## config.mk

```make
export PLATFORM = sky130hd
export DESIGN_NAME = mult3_arbiter
export DESIGN_NICKNAME = d
export VERILOG_FILES = /design/src/rtl/mult3_pkg.sv /design/src/rtl/multiplier_3bit.sv /design/src/rtl/rr_arbiter.sv /design/src/rtl/mult3_arbiter.sv
export SDC_FILE = /design/constraint.sdc
export NUM_CORES = 1
export LEC_CHECK = 0
export BUFFER_PORTS_ARGS = -buffer_cell sky130_fd_sc_hd__buf_2
export CORE_MARGIN = 2
export CORE_UTILIZATION = 50
export CTS_BUF_LIST = sky130_fd_sc_hd__clkbuf_2
export CTS_CLUSTER_DIAMETER = 50
export DETAILED_ROUTE_END_ITERATION = 10
export PLACE_DENSITY = 0.88
export SETUP_SLACK_MARGIN = 0.3
export SLEW_MARGIN = 15
export SYNTH_ARGS = -nofsm -noshare
export SYNTH_HDL_FRONTEND = slang
export SYNTH_SLANG_ARGS = --single-unit
```

## constraint.sdc

```tcl
create_clock -name clk -period 6.3 [get_ports clk]
set_input_delay 0.63 -clock clk [delete_from_list [all_inputs] [get_ports clk]]
set_output_delay 0.63 -clock clk [all_outputs]
set_load 0.02 [all_outputs]
```

## src/rtl/mult3_pkg.sv

```systemverilog
// Shared constants and types for the shared 3-bit multiplier arbiter.
package mult3_pkg;

    localparam int MULT_OP_W = 3;
    localparam int MULT_P_W  = 6;
    localparam int CNT_W     = 16;

    typedef logic [MULT_OP_W-1:0] mult_op_t;
    typedef logic [MULT_P_W-1:0]  mult_prod_t;

    // The response register is either holding a result or not.
    typedef enum logic {
        ST_EMPTY = 1'b0,
        ST_FULL  = 1'b1
    } rsp_state_t;

endpackage

```

## src/rtl/multiplier_3bit.sv

```systemverilog
// Purely combinational unsigned 3x3 multiplier; the full 6-bit product is kept.
module multiplier_3bit
    import mult3_pkg::*;
(
    input  logic [MULT_OP_W-1:0] a,
    input  logic [MULT_OP_W-1:0] b,
    output logic [MULT_P_W-1:0]  p
);

    assign p = MULT_P_W'(a) * MULT_P_W'(b);

endmodule

```

## src/rtl/rr_arbiter.sv

```systemverilog
// Combinational round-robin grant: the first asserted request at or after ptr,
// wrapping at N_REQ-1, so a non-power-of-two N_REQ never yields a bogus index.
module rr_arbiter #(
    parameter int N_REQ = 4,
    parameter int ID_W  = $clog2(N_REQ)
) (
    input  logic [N_REQ-1:0] req,
    input  logic [ID_W-1:0]  ptr,
    output logic [N_REQ-1:0] grant,
    output logic [ID_W-1:0]  grant_idx
);

    localparam int CW = ID_W + 1;

    logic [CW-1:0] cand;
    logic          found;

    // Scan from ptr upward modulo N_REQ and keep the first valid requester.
    always_comb begin
        grant     = '0;
        grant_idx = '0;
        found     = 1'b0;
        cand      = '0;
        for (int k = 0; k < N_REQ; k++) begin
            cand = {1'b0, ptr} + CW'(k);
            if (cand >= CW'(N_REQ)) begin
                cand = cand - CW'(N_REQ);
            end
            if (!found && req[cand[ID_W-1:0]]) begin
                found                  = 1'b1;
                grant_idx              = cand[ID_W-1:0];
                grant[cand[ID_W-1:0]] = 1'b1;
            end
        end
    end

endmodule

```

## src/rtl/mult3_arbiter.sv

```systemverilog
// N_REQ requesters share one combinational multiplier through a round-robin
// arbiter; each product is registered with its owner's ID in a single-entry
// response register that supports drain-and-refill in the same cycle.
module mult3_arbiter
    import mult3_pkg::*;
#(
    parameter int N_REQ = 4,
    parameter int ID_W  = $clog2(N_REQ)
) (
    input  logic                        clk,
    input  logic                        rst_n,
    input  logic [N_REQ-1:0]            req_valid,
    input  logic [MULT_OP_W*N_REQ-1:0]  req_a,
    input  logic [MULT_OP_W*N_REQ-1:0]  req_b,
    output logic [N_REQ-1:0]            req_ready,
    output logic                        rsp_valid,
    output logic [ID_W-1:0]             rsp_id,
    output logic [MULT_P_W-1:0]         rsp_p,
    input  logic                        rsp_ready,
    output logic [CNT_W-1:0]            txn_count
);

    rsp_state_t           state;
    rsp_state_t           state_next;
    logic                 run;
    logic                 can_accept;
    logic                 transfer;
    logic [ID_W-1:0]      ptr;
    logic [ID_W-1:0]      ptr_next;
    logic [ID_W-1:0]      grant_idx;
    logic [N_REQ-1:0]     grant;
    logic [MULT_OP_W-1:0] sel_a;
    logic [MULT_OP_W-1:0] sel_b;
    logic [MULT_P_W-1:0]  product;

    rr_arbiter #(
        .N_REQ (N_REQ),
        .ID_W  (ID_W)
    ) u_arb (
        .req       (req_valid),
        .ptr       (ptr),
        .grant     (grant),
        .grant_idx (grant_idx)
    );

    multiplier_3bit u_mult (
        .a (sel_a),
        .b (sel_b),
        .p (product)
    );

    assign rsp_valid  = (state == ST_FULL);
    assign can_accept = !rsp_valid || rsp_ready;

    // run stays low through reset and the edge on which reset releases, so
    // no request can be accepted until the first clean edge afterwards.
    assign req_ready  = grant & {N_REQ{can_accept & run}};
    assign transfer   = |(req_valid & req_ready);

    assign sel_a = req_a[int'(grant_idx)*MULT_OP_W +: MULT_OP_W];
    assign sel_b = req_b[int'(grant_idx)*MULT_OP_W +: MULT_OP_W];

    assign ptr_next = (grant_idx == ID_W'(N_REQ - 1)) ? '0 : grant_idx + ID_W'(1);

    // Arm the accept path one edge after reset is released.
    always_ff @(posedge clk or negedge rst_n) begin
        if (!rst_n) begin
            run <= 1'b0;
        end else begin
            run <= 1'b1;
        end
    end

    // Response-register occupancy state.
    always_ff @(posedge clk or negedge rst_n) begin
        if (!rst_n) begin
            state <= ST_EMPTY;
        end else begin
            state <= state_next;
        end
    end

    // A transfer always fills the register; a drain empties it only when
    // nothing new arrives in the same cycle.
    always_comb begin
        state_next = state;
        case (state)
            ST_EMPTY: begin
                if (transfer) begin
                    state_next = ST_FULL;
                end
            end
            ST_FULL: begin
                if (!transfer && rsp_ready) begin
                    state_next = ST_EMPTY;
                end
            end
            default: state_next = ST_EMPTY;
        endcase
    end

    // Capture the winner's product and ID, advance the pointer and count.
    always_ff @(posedge clk or negedge rst_n) begin
        if (!rst_n) begin
            rsp_id    <= '0;
            rsp_p     <= '0;
            ptr       <= '0;
            txn_count <= '0;
        end else if (transfer) begin
            rsp_id    <= grant_idx;
            rsp_p     <= product;
            ptr       <= ptr_next;
            txn_count <= txn_count + CNT_W'(1);
        end
    end

endmodule

```

==> flow_metrics.env, run 1 <==
export IMPL_status="finished clean"
export IMPL_worstMarginPinSlew_ps=804
export IMPL_drt_iter0_drc=148
export IMPL_min_period_over_period_pct=82.4
export IMPL_netlist_instances=235
export IMPL_synthMostInstantiatedCell="nand2_1"
export IMPL_die_area_sq_mm=0.00500
export IMPL_synth_top_cell_by_area="dfrtp_1"
export IMPL_setup_tns_ps=0
export IMPL_fin_nets=335
export IMPL_syn_area_sq_mm=0.00222
export IMPL_cts_setup_buffers=0
export IMPL_path_class="flop to flop"
export IMPL_whs_ps=239
export IMPL_place_worst_setup_slack_ps=1170
export IMPL_diodes=0
export IMPL_synth_fp_nets=281
export IMPL_first_global_vias=2045
export IMPL_rsz0062_at_grt="false"
export IMPL_io_buffer_count=59
export IMPL_slew_viol_final=0
export IMPL_ctsResizeCount=0
export IMPL_cp_end_kind="flop"
export IMPL_min_period_ps=5190
export IMPL_core_area_sq_mm=0.00432
export IMPL_async_flop_share_pct=100
export IMPL_power_density_mw_per_mm2=532
export IMPL_cts_sinks=28
export IMPL_max_freq_mhz=193
export IMPL_ys_flop_type="dfrtp_1"
export IMPL_ctsLongestPathBuffers=2
export IMPL_ir_drop_uv=350
export IMPL_htree_levels=1
export IMPL_ff2ff_path_depth=16
export IMPL_area_growth_pct=13.8
export IMPL_cp_max_fo=21
export IMPL_grt_pass1_wl_mm=8.46
export IMPL_synth_edff_count=0
export IMPL_wl_mm=4.83
export IMPL_power_mw=1.35
export IMPL_p_leak_nw=1.30
export IMPL_synthTopCellsByArea="dfrtp_1 (31%), mux2i_1 (8.1%), ha_1 (7.3%), xor2_1 (5.1%), nand2_1 (5.1%)"
export IMPL_rows=24
export IMPL_ios=60
export IMPL_finalClockSkew_ps=18.2
export IMPL_die_x_microns=70.7
export IMPL_synthTopCellsByCount="nand2_1 (30), dfrtp_1 (28), mux2i_1 (18)"
export IMPL_cts_tree="done"
export IMPL_worstReg2RegEnd="rsp_p[4]$_DFFE_PN0P_"
export IMPL_antenna_found_initial=0
export IMPL_cts_reportedPaths_clkPinSlew_ps=250
export IMPL_relSlewSlack_pct=46.4
export IMPL_hold_viol=0
export IMPL_wire_per_inst_microns=14.2
export IMPL_final_core_util_pct=58.5
export IMPL_hold_buffers=0
export IMPL_hold_path_class="input port to async pin"
export IMPL_cts_buffers=3
export IMPL_worst_ep_required_time_ps=6580
export IMPL_cts_root_buf="clkbuf_2"
export IMPL_drive_gt1_share_pct=27.1
export IMPL_ys_types=45
export IMPL_setup_viol=0
export IMPL_grt_max_degree=29
export IMPL_synth_top_area_share_pct=31.5
export IMPL_grt_util_all_layers_pct=20.3
export IMPL_grt_overflow_total=0
export IMPL_initial_utilization_pct=51.4
export IMPL_ys_seq_elements=28
export IMPL_dpl_hpwl_mm=3.72
export IMPL_syn_avg_cell_area_sq_um=9.47
export IMPL_clk_latency_ps=340
export IMPL_drv_cap=0
export IMPL_yosysWarnings=0
export IMPL_ys_seq_area_share_pct=31.5
export IMPL_ant_nets=0
export IMPL_ff2ff_setup_slack_ps=1110
export IMPL_vias_per_cell=5.77
export IMPL_die_y_microns=70.7
export IMPL_fin_ws_ps=1110
export IMPL_drc_errors=0
export IMPL_start_kind="flop"
export IMPL_reg2reg_from="ptr[0]$_DFFE_PN0P_"
export IMPL_crit_arrival_ps=5470
export IMPL_gp_congestion=0.937
export IMPL_drt_pass1_iterations=4
export IMPL_vias=1962
==> metrics by stage <==
step | cells | area [sq um]
6_report | 340 | 2530
5_1_grt | 340 | 2530
4_1_cts | 339 | 2520
3_5_place_dp | 335 | 2500
3_3_place_gp | 335 | 2500
2_1_floorplan | 235 | 2220
==> logic make-up after synthesis <==
kind of cell    count (synthesis)  synth area share [%]
mux                            27                  14.7
simple gates                   80                  19.1
xor+xnor                       17                  6.69
other cells                     1                 0.169
flops                          28                  31.5
fa+ha+maj                      15                  9.11
compound gates                 44                  13.2
buf+inv                        23                  5.62
==> area by class of cell <==
cell class                 count  area, sq um
fill                         402         1790
multi-input combinational    184         1400
sequential                    28          701
timing repair buffer          60          303
tap                           52         65.1
inverter                      12         45.0
clock buffer                   3         15.0
clock inverter                 1         3.75
==> worst max path at each step <==
stage	startpoint	to	cells after the start
finish	ptr[0]$_DFFE_PN0P_	rsp_p[4]$_DFFE_PN0P_	16
global placement	ptr[0]$_DFFE_PN0P_	rsp_p[4]$_DFFE_PN0P_	15
floorplan	ptr[0]$_DFFE_PN0P_	rsp_p[4]$_DFFE_PN0P_	18
detailed placement	ptr[0]$_DFFE_PN0P_	rsp_p[4]$_DFFE_PN0P_	15
global route	ptr[0]$_DFFE_PN0P_	rsp_p[4]$_DFFE_PN0P_	16
CTS	ptr[0]$_DFFE_PN0P_	rsp_p[4]$_DFFE_PN0P_	15
==> worst max-delay path, stage by stage (launching register included) <==
cell     delay, ps
dfrtp_1        920
inv_1          330
ha_1           510
mux4_2         430
nor2b_1        250
or2_1          330
mux2i_4        220
mux2i_1        180
mux2_2         300
or2_1          240
fa_1           480
inv_1           70
ha_1           160
inv_1           50
fa_1           370
xor2_1         150
a21oi_1        140
==> power by group <==
part           internal, mW  total (mW)  switching [mW]
sequential            0.234       0.305          0.0701
clock                0.0138      0.0620          0.0482
combinational         0.411       0.980           0.569
==> per-layer routing <==
layer	routed length, microns	track usage, %
met1	2080	24.2
met2	2340	35.8
met3	306	4.56
met5	0	0
met4	105	7.34
==> cells in the final DEF, fill, tap and decap left out, types with 3 or more instances in the layout <==
cell	count
nor3_1	8
nand4_1	3
mux2_2	5
ha_1	13
o21ai_1	4
nor3b_1	4
mux4_2	3
clkbuf_2	3
nand2_1	30
dfrtp_1	28
xor2_1	13
a22oi_1	5
xnor2_1	4
buf_2	59
nand3_1	4
o21ai_0	5
nor2_1	12
a21oi_1	15
inv_1	12
nand3b_1	3
mux2i_1	18
or2_1	4
nand2b_1	3
==> sequential cells by signal, summed over array words and instances (netlist names) <==
| signal | cells |
|---|---|
| txn_count | 16 |
| rsp_p | 6 |
| ptr | 2 |
| rsp_id | 2 |
| rsp_valid | 1 |
| run | 1 |
Power figures use the tool's default switching activity.
==> run 2: changes to the inputs <==
Clock period 6.3 ns to 5.1 ns, I/O delays scaled along.
==> flow_metrics.env, run 2 (synthesis gave the netlist of run 1 again) <==
export IMPL_worstMarginPinSlew_ps=588
export IMPL_placedCellCount=336
export IMPL_ir_drop_uv=393
export IMPL_crit_family="adder cells"
export IMPL_first_global_vias=1798
export IMPL_critical_path_max_stage_delay_ps=530
export IMPL_cp_max_fo=10
export IMPL_hold_path_class="input port to async pin"
export IMPL_instances_no_fill=341
export IMPL_p_comb_share_pct=71.9
export IMPL_grt_max_degree=29
export IMPL_intPower_uw=869
export IMPL_power_share_clock_pct=7.6
export IMPL_drv_cap=0
export IMPL_power_density_mw_per_mm2=668
export IMPL_die_area_sq_mm=0.00500
export IMPL_gp_congestion=0.894
export IMPL_top_register="txn_count"
export IMPL_setup_tns_ps=0
export IMPL_path_class="flop to flop"
export IMPL_rows=24
export IMPL_whs_ps=91.3
export IMPL_io_buffer_count=59
export IMPL_drt_pass1_iterations=4
export IMPL_path_buf_inv=3
export IMPL_fin_nets=336
export IMPL_cts_sinks=28
export IMPL_min_period_over_period_pct=87.8
export IMPL_diodes=0
export IMPL_cp_end_kind="flop"
export IMPL_p_switching_uw=847
export IMPL_drc_errors=0
export IMPL_final_common_cell="buf_2"
export IMPL_vias=1914
export IMPL_rsz0062_at_grt="false"
export IMPL_wl_mm=4.64
export IMPL_slew_viol_final=0
export IMPL_drive_gt1_share_pct=28.4
export IMPL_reg_top3="txn_count (16), rsp_p (6)"
export IMPL_ctsLongestPathBuffers=2
export IMPL_die_x_microns=70.7
export IMPL_hold_buffers=0
export IMPL_vias_per_cell=5.61
export IMPL_cts_tree="done"
export IMPL_setup_viol=0
export IMPL_min_period_ps=4480
export IMPL_clk_latency_ps=360
export IMPL_die_y_microns=70.7
export IMPL_grt_pass1_wl_mm=7.94
export IMPL_worst_ep_required_time_ps=5400
export IMPL_layout_common_cells="buf_2 (59), nand2_1 (30), dfrtp_1 (27)"
export IMPL_largest_reg_flops=16
export IMPL_p_seq_share_pct=20.4
export IMPL_ant_nets=0
export IMPL_p_sw_share_pct=49.4
export IMPL_status="finished clean"
export IMPL_crit_top_cell="inv_1"
export IMPL_hold_viol=0
export IMPL_area_growth_pct=15.6
export IMPL_grt_util_all_layers_pct=19.1
export IMPL_p_leak_nw=1.32
export IMPL_cts_reportedPaths_clkPinSlew_ps=260
export IMPL_fin_ws_ps=621
export IMPL_dpl_hpwl_mm=3.52
export IMPL_cts_buffers=3
export IMPL_cts_root_buf="clkbuf_2"
export IMPL_initial_utilization_pct=51.4
export IMPL_cpMaxStageDelayCell="dfrtp_2"
export IMPL_cp_cell_sequence="inv_1 -> ha_1 -> mux4_2 -> nor2b_1 -> or2_1 -> mux2i_4 -> mux2i_1 -> mux2_2 -> or2_1 -> fa_1 -> inv_1 -> ha_1 -> inv_1 -> fa_1 -> xor2_1 -> a21oi_1"
export IMPL_nFillCells=386
export IMPL_finalClockSkew_ps=18.7
export IMPL_htree_levels=1
export IMPL_ios=60
export IMPL_antenna_found_initial=0
export IMPL_max_freq_mhz=223
export IMPL_wire_per_inst_microns=13.6
export IMPL_place_worst_setup_slack_ps=468
export IMPL_grt_overflow_total=0
export IMPL_core_area_sq_mm=0.00432
export IMPL_relSlewSlack_pct=60.8
export IMPL_crit_arrival_ps=4780
export IMPL_drt_iter0_drc=182
export IMPL_start_kind="flop"
-- run 2: cell types whose count changed in the layout (fill, tap and decap cells not counted), sizes merged --
| cell | change |
|---|---|
| buf | +1 |
| clkinv | -1 |
| bufinv | +1 |
-- run 2: area by class of cell --
type                            count  area [sq um]  area share [%]
Multi-Input combinational cell    184          1400            54.6
Clock inverter                      1          30.0            1.17
Tap cell                           52          65.1            2.53
Sequential cell                    28           702            27.3
Timing Repair Buffer               61           310            12.1
Clock buffer                        3          15.0           0.584
Inverter                           12          45.0            1.75
-- run 2: metal layers --
| layer | routed length, microns | share of wire, % | vias up | global-route usage (%) |
|---|---|---|---|---|
| li1 | - | - | 945 | - |
| met1 | 2070 | 45 | 913 | 25.5 |
| met2 | 2320 | 50 | 54 | 33.4 |
| met3 | 243 | 5.2 | 2 | 3.56 |
| met4 | 9 | 0.19 | 0 | 2.31 |
| met5 | 0 | 0 | - | 0 |
-- run 2: power by group through the flow --
| stage | Clock (mW) | Sequential [mW] | Combinational, mW |
|---|---|---|---|
| finish | 0.131 | 0.351 | 1.23 |
| global route | 0.144 | 0.364 | 1.39 |
| CTS | 0.137 | 0.350 | 1.23 |
| detailed placement | 0 | 0.352 | 1.23 |
| global placement | 0 | 0.353 | 1.19 |
| floorplan | 0 | 0.417 | 0.940 |
-- run 2: metrics by stage --
step	util (%)	total power, mW	instance area [sq um]
after floorplan	-	1.36	2220
after global placement	58.1	1.54	2510
after detailed placement	58.1	1.58	2510
after CTS	59.1	1.71	2560
after global routing	59.5	1.90	2570
final	59.5	1.72	2570
-- run 2: path summary, 6_finish.rpt --
path / start / end / slack [ps] / depth (start not counted)
worst max-delay path: ptr[1]$_DFFE_PN0P_ / rsp_p[4]$_DFFE_PN0P_ / 620 / 16
worst min-delay path: rst_n / txn_count[7]$_DFFE_PN0P_ / 90 / 1
worst max register to register: ptr[1]$_DFFE_PN0P_ / rsp_p[4]$_DFFE_PN0P_ / 620 / 16
worst min register to register: txn_count[15]$_DFFE_PN0P_ / txn_count[15]$_DFFE_PN0P_ / 490 / 1
max in group asynchronous: rst_n / ptr[1]$_DFFE_PN0P_ / 4600 / 1
min in group clk: rsp_ready / rsp_valid$_DFF_PN0_ / 440 / 3
-- run 2: what timing repair did --
item / CTS / global route
gates resized for setup: 0 / 3
endpoints found under the hold margin: 0 / 0
buffers inserted: 0 / 0
endpoints found under the setup margin: 0 / 2
-- run 2: worst register-to-register path, stage by stage (launching register included) --
cell,delay [ps]
dfrtp_2,530
inv_1,120
ha_1,410
mux4_2,430
nor2b_1,250
or2_1,330
mux2i_4,220
mux2i_1,160
mux2_2,300
or2_1,260
fa_1,480
inv_1,70
ha_1,160
inv_1,50
fa_1,370
xor2_1,150
a21oi_1,130
==> run 3: changes to the inputs <==
Settings changed: CORE_ASPECT_RATIO set to 0.9.
==> flow_metrics.env, run 3 (synthesis gave the netlist of run 1 again) <==
export IMPL_slew_viol_final=0
export IMPL_top_usage_layer="met2"
export IMPL_die_x_microns=74.3
export IMPL_vias_per_cell=5.47
export IMPL_drc_errors=0
export IMPL_instances_no_fill=350
export IMPL_cp_max_fo=10
export IMPL_finalClockSkew_ps=11.4
export IMPL_path_class="flop to flop"
export IMPL_hold_buffers=0
export IMPL_reg2reg_from="ptr[1]$_DFFE_PN0P_"
export IMPL_whs_ps=132
export IMPL_crit_start="ptr[1]$_DFFE_PN0P_"
export IMPL_ctsLongestPathBuffers=2
export IMPL_ios=60
export IMPL_grt_overflow_total=0
export IMPL_start_kind="flop"
export IMPL_met1_usage_pct=28.1
export IMPL_cp_end_kind="flop"
export IMPL_dpl_hpwl_mm=3.71
export IMPL_layout_common_cells="buf_2 (59), nand2_1 (30), dfrtp_1 (27)"
export IMPL_crit_arrival_ps=4810
export IMPL_min_period_over_period_pct=88.5
export IMPL_final_core_util_pct=58.4
export IMPL_ctsResizeCount=0
export IMPL_area_growth_pct=14.7
export IMPL_grt_util_all_layers_pct=20.6
export IMPL_final_common_cell="buf_2"
export IMPL_ant_nets=0
export IMPL_largest_reg_flops=16
export IMPL_cts_root_buf="clkbuf_2"
export IMPL_diodes=0
export IMPL_fin_nets=336
export IMPL_drive_gt1_share_pct=28.1
export IMPL_io_buffer_count=59
export IMPL_min_period_ps=4510
export IMPL_p_leak_nw=1.30
export IMPL_worstReg2RegEnd="rsp_p[4]$_DFFE_PN0P_"
export IMPL_worst_ep_required_time_ps=5400
export IMPL_die_area_sq_mm=0.00500
export IMPL_core_area_sq_mm=0.00437
export IMPL_cts_buffers=3
export IMPL_grt_max_degree=29
export IMPL_power_density_mw_per_mm2=655
export IMPL_drt_iter0_drc=116
export IMPL_top_register="txn_count"
export IMPL_initial_utilization_pct=50.9
export IMPL_grt_pass1_wl_mm=8.20
export IMPL_cts_sinks=28
export IMPL_status="finished clean"
export IMPL_gp_congestion=0.870
export IMPL_wl_mm=4.86
export IMPL_hold_path_class="input port to async pin"
export IMPL_cts_tree="done"
export IMPL_drv_cap=0
export IMPL_max_freq_mhz=222
export IMPL_vias=1916
export IMPL_die_y_microns=67.3
export IMPL_rsz0062_at_grt="false"
export IMPL_antenna_found_initial=0
export IMPL_setup_viol=0
export IMPL_ff2ff_path_depth=16
export IMPL_reg_top3="txn_count (16), rsp_p (6)"
export IMPL_htree_levels=1
export IMPL_gr_usage_met2_pct=34.9
export IMPL_nFillCells=425
export IMPL_setup_tns_ps=0
export IMPL_placedCellCount=347
export IMPL_rows=23
export IMPL_first_global_vias=1779
export IMPL_wire_per_inst_microns=13.9
export IMPL_relSlewSlack_pct=58.9
export IMPL_drt_pass1_iterations=4
export IMPL_ir_drop_uv=386
export IMPL_cts_reportedPaths_clkPinSlew_ps=240
export IMPL_ff2ff_setup_slack_ps=590
export IMPL_hold_viol=0
export IMPL_clk_latency_ps=340
export IMPL_met3_usage_pct=3.58
export IMPL_worstMarginPinSlew_ps=617
export IMPL_cts_setup_buffers=0
-- run 3: power breakdown --
part | switching [mW] | internal, mW
sequential | 0.0613 | 0.291
combinational | 0.734 | 0.510
clock | 0.0586 | 0.0160
total | 0.854 | 0.817
-- run 3: worst max-delay path: stages (launching register included) --
cell	delay, ps
dfrtp_2	530
inv_1	130
ha_1	420
mux4_2	430
nor2b_1	250
or2_1	340
mux2i_4	230
mux2i_1	170
mux2_2	310
or2_1	240
fa_1	460
inv_1	60
ha_1	160
inv_1	60
fa_1	370
xor2_1	160
a21oi_1	140
-- run 3: per-layer routing --
layer | vias to the layer above | routed length, microns
met5 | - | 0
met3 | 4 | 226
met4 | 0 | 40
met2 | 54 | 2340
met1 | 918 | 2250
li1 | 940 | -
-- run 3: final cells by class --
| class | count | area, sq um | share of cell area (%) |
|---|---|---|---|
| flip-flops and latches | 28 | 702 | 27.5 |
| repair buffers | 61 | 310 | 12.2 |
| clock buffers | 3 | 15.0 | 0.588 |
| inverters | 12 | 45.0 | 1.76 |
| well taps | 62 | 77.6 | 3.04 |
| multi-input cells | 184 | 1400 | 55.0 |
-- run 3: worst max-delay path by stage --
| stage | to | slack [ps] | depth (start not counted) |
|---|---|---|---|
| after floorplan | rsp_p[4]$_DFFE_PN0P_ | 810 | 18 |
| after global placement | rsp_p[4]$_DFFE_PN0P_ | 640 | 15 |
| after detailed placement | rsp_p[3]$_DFFE_PN0P_ | 470 | 15 |
| after CTS | rsp_p[4]$_DFFE_PN0P_ | 430 | 15 |
| after global routing | rsp_p[3]$_DFFE_PN0P_ | 310 | 15 |
| final | rsp_p[4]$_DFFE_PN0P_ | 590 | 16 |
-- run 3: metrics by stage --
stage,total power [mW],setup slack (ps),area [sq um]
floorplan,1.36,808,2220
global placement,1.55,643,2530
detailed placement,1.60,474,2530
CTS,1.68,427,2550
global route,1.86,306,2550
finish,1.67,586,2550
